$ cat config.mk
export PLATFORM = sky130hd
export DESIGN_NAME = movimento_monitor_flat
export DESIGN_NICKNAME = d
export VERILOG_FILES = /design/src/rtl/movimento_monitor_if.sv /design/src/rtl/movimento_monitor.sv /design/src/flat_wrapper.sv
export SDC_FILE = /design/constraint.sdc
export NUM_CORES = 1
export LEC_CHECK = 0
export CORE_AREA = 2 2 74 69
export DETAILED_ROUTE_END_ITERATION = 10
export DIE_AREA = 0 0 76 71
export GPL_ROUTABILITY_DRIVEN = 0
export PLACE_DENSITY_LB_ADDON = 0.25
export SYNTH_ARGS = -nofsm -noshare
export SYNTH_HDL_FRONTEND = slang
export SYNTH_SLANG_ARGS = --single-unit
export TNS_END_PERCENT = 100
$ cat constraint.sdc
create_clock -name clkd -period 6.8 [get_ports clkd]
set_input_delay 0.68 -clock clkd [delete_from_list [all_inputs] [get_ports clkd]]
set_output_delay 0.68 -clock clkd [all_outputs]
set_load 0.01 [all_outputs]
$ cat src/rtl/movimento_monitor_if.sv
// Segment-level bus from the movement display driver plus the monitor's status outputs.
// The driver side uses the master modport; the monitor uses the slave modport.
interface movimento_monitor_if #(
    parameter int CNT_W = 8
);
    logic             A7, B7, C7, D7, E7, F7, G7, P7;
    logic [2:0]       frame;
    logic             frame_valid;
    logic             locked;
    logic             err;
    logic             stall;
    logic [CNT_W-1:0] cycle_count;
    logic [CNT_W-1:0] err_count;

    modport master (
        output A7, B7, C7, D7, E7, F7, G7, P7,
        input  frame, frame_valid, locked, err, stall, cycle_count, err_count
    );

    modport slave (
        input  A7, B7, C7, D7, E7, F7, G7, P7,
        output frame, frame_valid, locked, err, stall, cycle_count, err_count
    );
endinterface

$ cat src/rtl/movimento_monitor.sv
// Tracks the six-frame movement animation on a 7-segment display, flagging
// out-of-order frames, stalls and counting completed animation cycles.
//
// state  | meaning
// SYNC   | waiting for any legal pattern to lock onto
// LOCKED | following the animation; expects same frame or its successor
module movimento_monitor #(
    parameter int STALL_LIMIT = 15,
    parameter int CNT_W       = 8
) (
    input  logic                clkd,
    input  logic                reset,
    movimento_monitor_if.slave  mon
);
    typedef enum logic {
        SYNC   = 1'b0,
        LOCKED = 1'b1
    } state_t;

    localparam logic [7:0]       STALL_MAX = 8'(STALL_LIMIT);
    localparam logic [CNT_W-1:0] CNT_ONE   = CNT_W'(1);
    localparam logic [CNT_W-1:0] CNT_FULL  = {CNT_W{1'b1}};

    state_t           state_q, state_d;
    logic [7:0]       seg_q, seg_d;
    logic [2:0]       frame_q, frame_d;
    logic             frame_valid_q, frame_valid_d;
    logic             err_q, err_d;
    logic             stall_q, stall_d;
    logic [7:0]       stall_cnt_q, stall_cnt_d;
    logic [CNT_W-1:0] cycle_count_q, cycle_count_d;
    logic [CNT_W-1:0] err_count_q, err_count_d;

    logic             smp_valid;
    logic [2:0]       smp_frame;
    logic [2:0]       succ_frame;
    logic             smp_hold;
    logic             smp_advance;

    assign seg_d = {mon.A7, mon.B7, mon.C7, mon.D7, mon.E7, mon.F7, mon.G7, mon.P7};

    // Decode works only on the registered sample; the decimal point gates validity.
    always_comb begin
        smp_valid = 1'b0;
        smp_frame = 3'd0;
        if (seg_q[0]) begin
            case (seg_q[7:1])
                7'h01: begin smp_valid = 1'b1; smp_frame = 3'd0; end
                7'h4F: begin smp_valid = 1'b1; smp_frame = 3'd1; end
                7'h12: begin smp_valid = 1'b1; smp_frame = 3'd2; end
                7'h06: begin smp_valid = 1'b1; smp_frame = 3'd3; end
                7'h4C: begin smp_valid = 1'b1; smp_frame = 3'd4; end
                7'h24: begin smp_valid = 1'b1; smp_frame = 3'd5; end
                default: begin smp_valid = 1'b0; smp_frame = 3'd0; end
            endcase
        end
    end

    always_comb begin
        succ_frame  = (frame_q == 3'd5) ? 3'd0 : frame_q + 3'd1;
        smp_hold    = smp_valid && (smp_frame == frame_q);
        smp_advance = smp_valid && (smp_frame == succ_frame);
    end

    always_ff @(posedge clkd) begin
        if (reset) begin
            state_q       <= SYNC;
            seg_q         <= 8'd0;
            frame_q       <= 3'd0;
            frame_valid_q <= 1'b0;
            err_q         <= 1'b0;
            stall_q       <= 1'b0;
            stall_cnt_q   <= 8'd0;
            cycle_count_q <= '0;
            err_count_q   <= '0;
        end else begin
            state_q       <= state_d;
            seg_q         <= seg_d;
            frame_q       <= frame_d;
            frame_valid_q <= frame_valid_d;
            err_q         <= err_d;
            stall_q       <= stall_d;
            stall_cnt_q   <= stall_cnt_d;
            cycle_count_q <= cycle_count_d;
            err_count_q   <= err_count_d;
        end
    end

    always_comb begin
        state_d = state_q;
        case (state_q)
            SYNC:    if (smp_valid) state_d = LOCKED;
            LOCKED:  if (!(smp_hold || smp_advance)) state_d = SYNC;
            default: state_d = SYNC;
        endcase
    end

    always_comb begin
        frame_d       = frame_q;
        frame_valid_d = frame_valid_q;
        err_d         = 1'b0;
        stall_cnt_d   = stall_cnt_q;
        cycle_count_d = cycle_count_q;
        err_count_d   = err_count_q;
        case (state_q)
            SYNC: begin
                if (smp_valid) begin
                    frame_d       = smp_frame;
                    frame_valid_d = 1'b1;
                    stall_cnt_d   = 8'd0;
                end else begin
                    frame_valid_d = 1'b0;
                end
            end
            LOCKED: begin
                if (smp_hold) begin
                    if (stall_cnt_q < STALL_MAX) stall_cnt_d = stall_cnt_q + 8'd1;
                end else if (smp_advance) begin
                    frame_d     = smp_frame;
                    stall_cnt_d = 8'd0;
                    if (smp_frame == 3'd0) cycle_count_d = cycle_count_q + CNT_ONE;
                end else begin
                    // The offending sample is dropped; relock waits for the next one.
                    err_d         = 1'b1;
                    frame_valid_d = 1'b0;
                    stall_cnt_d   = 8'd0;
                    if (err_count_q != CNT_FULL) err_count_d = err_count_q + CNT_ONE;
                end
            end
            default: begin
                frame_valid_d = 1'b0;
            end
        endcase
        stall_d = (state_d == LOCKED) && (stall_cnt_d == STALL_MAX);
    end

    assign mon.frame       = frame_q;
    assign mon.frame_valid = frame_valid_q;
    assign mon.locked      = (state_q == LOCKED);
    assign mon.err         = err_q;
    assign mon.stall       = stall_q;
    assign mon.cycle_count = cycle_count_q;
    assign mon.err_count   = err_count_q;
endmodule

$ cat src/flat_wrapper.sv
// flat-port wrapper written by rule: the top's interface ports become plain ports
module movimento_monitor_flat 
#(
    parameter int STALL_LIMIT = 15,
    parameter int CNT_W       = 8
)
  (clkd, reset, mon_A7, mon_B7, mon_C7, mon_D7, mon_E7, mon_F7, mon_G7, mon_P7, mon_frame, mon_frame_valid, mon_locked, mon_err, mon_stall, mon_cycle_count, mon_err_count);
  movimento_monitor_if #(.CNT_W(CNT_W)) mon_i ();
  input  logic clkd;
  input  logic reset;
  input wire logic [$bits(mon_i.A7)-1:0] mon_A7;
  input wire logic [$bits(mon_i.B7)-1:0] mon_B7;
  input wire logic [$bits(mon_i.C7)-1:0] mon_C7;
  input wire logic [$bits(mon_i.D7)-1:0] mon_D7;
  input wire logic [$bits(mon_i.E7)-1:0] mon_E7;
  input wire logic [$bits(mon_i.F7)-1:0] mon_F7;
  input wire logic [$bits(mon_i.G7)-1:0] mon_G7;
  input wire logic [$bits(mon_i.P7)-1:0] mon_P7;
  output wire logic [$bits(mon_i.frame)-1:0] mon_frame;
  output wire logic [$bits(mon_i.frame_valid)-1:0] mon_frame_valid;
  output wire logic [$bits(mon_i.locked)-1:0] mon_locked;
  output wire logic [$bits(mon_i.err)-1:0] mon_err;
  output wire logic [$bits(mon_i.stall)-1:0] mon_stall;
  output wire logic [$bits(mon_i.cycle_count)-1:0] mon_cycle_count;
  output wire logic [$bits(mon_i.err_count)-1:0] mon_err_count;
  assign mon_i.A7 = mon_A7;
  assign mon_i.B7 = mon_B7;
  assign mon_i.C7 = mon_C7;
  assign mon_i.D7 = mon_D7;
  assign mon_i.E7 = mon_E7;
  assign mon_i.F7 = mon_F7;
  assign mon_i.G7 = mon_G7;
  assign mon_i.P7 = mon_P7;
  assign mon_frame = mon_i.frame;
  assign mon_frame_valid = mon_i.frame_valid;
  assign mon_locked = mon_i.locked;
  assign mon_err = mon_i.err;
  assign mon_stall = mon_i.stall;
  assign mon_cycle_count = mon_i.cycle_count;
  assign mon_err_count = mon_i.err_count;
  movimento_monitor #(.STALL_LIMIT(STALL_LIMIT), .CNT_W(CNT_W)) u_core (.clkd(clkd), .reset(reset), .mon(mon_i));
endmodule
==> reports/results.tsv <==
metric	value	unit
reg2reg_from	u_core.seg_q[0]$_SDFF_PP0_	
required	6.98	ns
synth_warnings	0	
cts_tree	done	
routed_wl	3.923	mm
final.period_utilization	0.4419	
hold_viol	0	
synth-seq-cells	39	
worst-setup-path-type	flip-flop to flip-flop	
root_buffer	clkbuf_8	
core	0.004654	mm2
final_layout_size_suffix_gt1_frac	0.1080	
avgSynthCellArea	9.172	um2
met1_usage	0.1957	
dpl_worst_slack	3.825	ns
cts_resized	0	
worstSetupStartpointType	flip-flop	
ant_nets	0	
maxCapViolCount	0	
drtIter0Drc	80	
syn-num-nets	228	
status	complete, no violations	
io_pins	33	
cts-hold-fix-buffers	0	
cp.arrival	3.18	ns
synth_cell_types	59	
fmax	332.8	MHz
synth_area	0.001972	mm2
rsz0062_at_grt	false	
final_common_cell	dfxtp_1	
cts_buffer_depth	2	
routedWlPerCell	12.45	um
min_path_cells	1	
viasPerCell	5.298	
area_growth	24.94	%
grt_util_met3	0.03444	
ys.flop_type	dfxtp_1	
fin_util	0.5293	
vdd_drop_max	0.1177	mV
clk_latency	0.29	ns
powerDensity	184.3	mW/mm2
tns	0	ns
cts_buffers	5	
grt_max_degree	39	
path_clk_slew	0.07	ns
setup_viol	0	
gr-usage-all-layers	0.1529	
seq_area_frac_synth	0.3959	
grt_pass1_wl	6.789	mm
hold_start	u_core.stall_cnt_q[5]$_SDFF_PP0_	
h-tree-depth	2	
grt_util_met2	0.2510	
fp.dieH	71	um
die_x	76	um
fin_nets	262	
worstPathMaxFanout	11	
synth_edf_count	0	
first_global_vias	1529	
r2r-end	u_core.mon.err_count[7]$_SDFFE_PP0P_	
cts_setup_buffers	0	
antenna_found_initial	0	
portBuffers	32	
synthArstFlopShare	0	
row_count	24	
cts.sink_count	39	
dieArea	0.005396	mm2
slew_viol_final	0	
drc_errors	0	
min_period	3.005	ns
grt-ovfl-total	0	
maxSlewHeadroom	0.5579	
p_leak	0.0008672	uW
hpwl	2.725	mm
reg2reg_slack	3.79	ns
synthCells	215	
busiest_layer	met2	
min_path_type	flip-flop to flip-flop	
num-fill-cells	437	
start_util	0.4237	
layout_common_cells	39 x dfxtp_1, 32 x clkdlybuf4s50_1, 20 x nor2_1	
drt_pass1_iterations	4	
skew	0.004656	ns
min_to	u_core.stall_cnt_q[5]$_SDFF_PP0_	
vias	1669	
worst_slack	3.795	ns
reg2reg_depth	7	
diodes	0	
tightest_slew	0.6540	ns
end_kind	flip-flop	
-- worst max path at each step --
stage | from | to | slack, ns | cells after the start
finish | u_core.seg_q[0]$_SDFF_PP0_ | u_core.mon.err_count[7]$_SDFFE_PP0P_ | 3.79 | 7
global route | u_core.seg_q[5]$_SDFF_PP0_ | u_core.mon.stall$_SDFF_PP0_ | 3.57 | 7
CTS | u_core.seg_q[0]$_SDFF_PP0_ | u_core.mon.err_count[7]$_SDFFE_PP0P_ | 3.80 | 7
detailed placement | u_core.seg_q[0]$_SDFF_PP0_ | u_core.mon.err_count[7]$_SDFFE_PP0P_ | 3.83 | 7
global placement | u_core.seg_q[0]$_SDFF_PP0_ | u_core.mon.err_count[7]$_SDFFE_PP0P_ | 3.87 | 7
floorplan | u_core.seg_q[7]$_SDFF_PP0_ | u_core.mon.err_count[7]$_SDFFE_PP0P_ | 4.09 | 8
-- report_power, final --
group	internal (uW)	switching, uW	leakage (uW)
registers	231	4.14	0.000316
logic	10.9	10.2	0.000490
clock network	119	79.0	0.0000612
-- flip-flops by register name (all words and copies together) (netlist names) --
name	count
u_core.mon.err_count	8
u_core.stall_cnt_q	8
u_core.mon.frame_valid	1
u_core.mon.cycle_count	8
u_core.mon.locked	1
u_core.mon.err	1
u_core.mon.stall	1
u_core.mon.frame	3
u_core.seg_q	8
-- worst max-delay path, stage by stage, from the launching register on --
cell and delay, ns:
dfxtp_1 0.51, or4b_1 0.45, or3_1 0.44, and3_4 0.23
a21o_1 0.21, a211oi_4 0.47, and3_2 0.28, mux2_1 0.31
-- metrics by stage --
step | cell area (um2) | hold slack [ns] | total power [uW] | cells
global placement | 2346 | 0.4357 | 261.4 | 307
floorplan | 1972 | 0.4205 | 252.7 | 215
global route | 2464 | 0.4717 | 473.4 | 315
finish | 2464 | 0.4568 | 454.0 | 315
detailed placement | 2346 | 0.4416 | 261.5 | 307
CTS | 2464 | 0.4648 | 459.8 | 315
-- cells by family (layout without fill, tap and decap cells) --
| group | count (synthesis) | after routing | share of synthesized area |
|---|---|---|---|
| buffers and inverters | 13 | 48 | 0.03109 |
| adder cells (fa/ha/maj) | 3 | 3 | 0.01904 |
| flip-flops | 39 | 39 | 0.3959 |
| multiplexers | 8 | 8 | 0.04378 |
| AND/OR/NAND/NOR | 92 | 92 | 0.2678 |
| AO/OA/AOI/OAI | 49 | 49 | 0.1897 |
| XOR/XNOR | 11 | 11 | 0.05267 |
-- final cells by class --
type,instances,area [um2],area share
clock buffers,6,82.58,0.03352
clock inverters,2,35.03,0.01422
inverters,7,26.28,0.01067
multi-input cells,163,1130,0.4586
flip-flops and latches,39,780.7,0.3169
well taps,65,81.33,0.03301
repair buffers,33,327.8,0.1331
-- Yosys cell counts (2+ instances only) --
master      n  area (um2)
nor2_1     20       75.07
dfxtp_1    39       780.8
mux2i_1     3       30.03
mux2_1      4       45.04
and4_1      2       17.52
nand3_1    11       55.05
xnor2_1    10       87.58
and2_1      5       31.28
nor3b_1     3       22.52
a211oi_1    4       30.03
a21bo_2     2       20.02
ha_1        3       37.54
nand3b_1    2       15.01
inv_1       7       26.28
o21a_1      3       22.52
or2_2       4       25.02
a21oi_1    11       55.05
clkbuf_1    3       11.26
a31oi_1     3       18.77
nand2_1    10       37.54
nand4_1     5       31.28
o211ai_1    2       15.01
nand2b_1    2       12.51
nor2b_1    13       81.33
and3_1      4       25.02
o21ai_0     3       15.01
a2111oi_0   5       43.79
-- metal layers --
metal | vias up | part of all wire
met3 | 7 | 0.041
met2 | 40 | 0.44
li1 | 852 | -
met5 | - | 0
met1 | 770 | 0.50
met4 | 0 | 0.017
(Power assumes the default switching activity.)
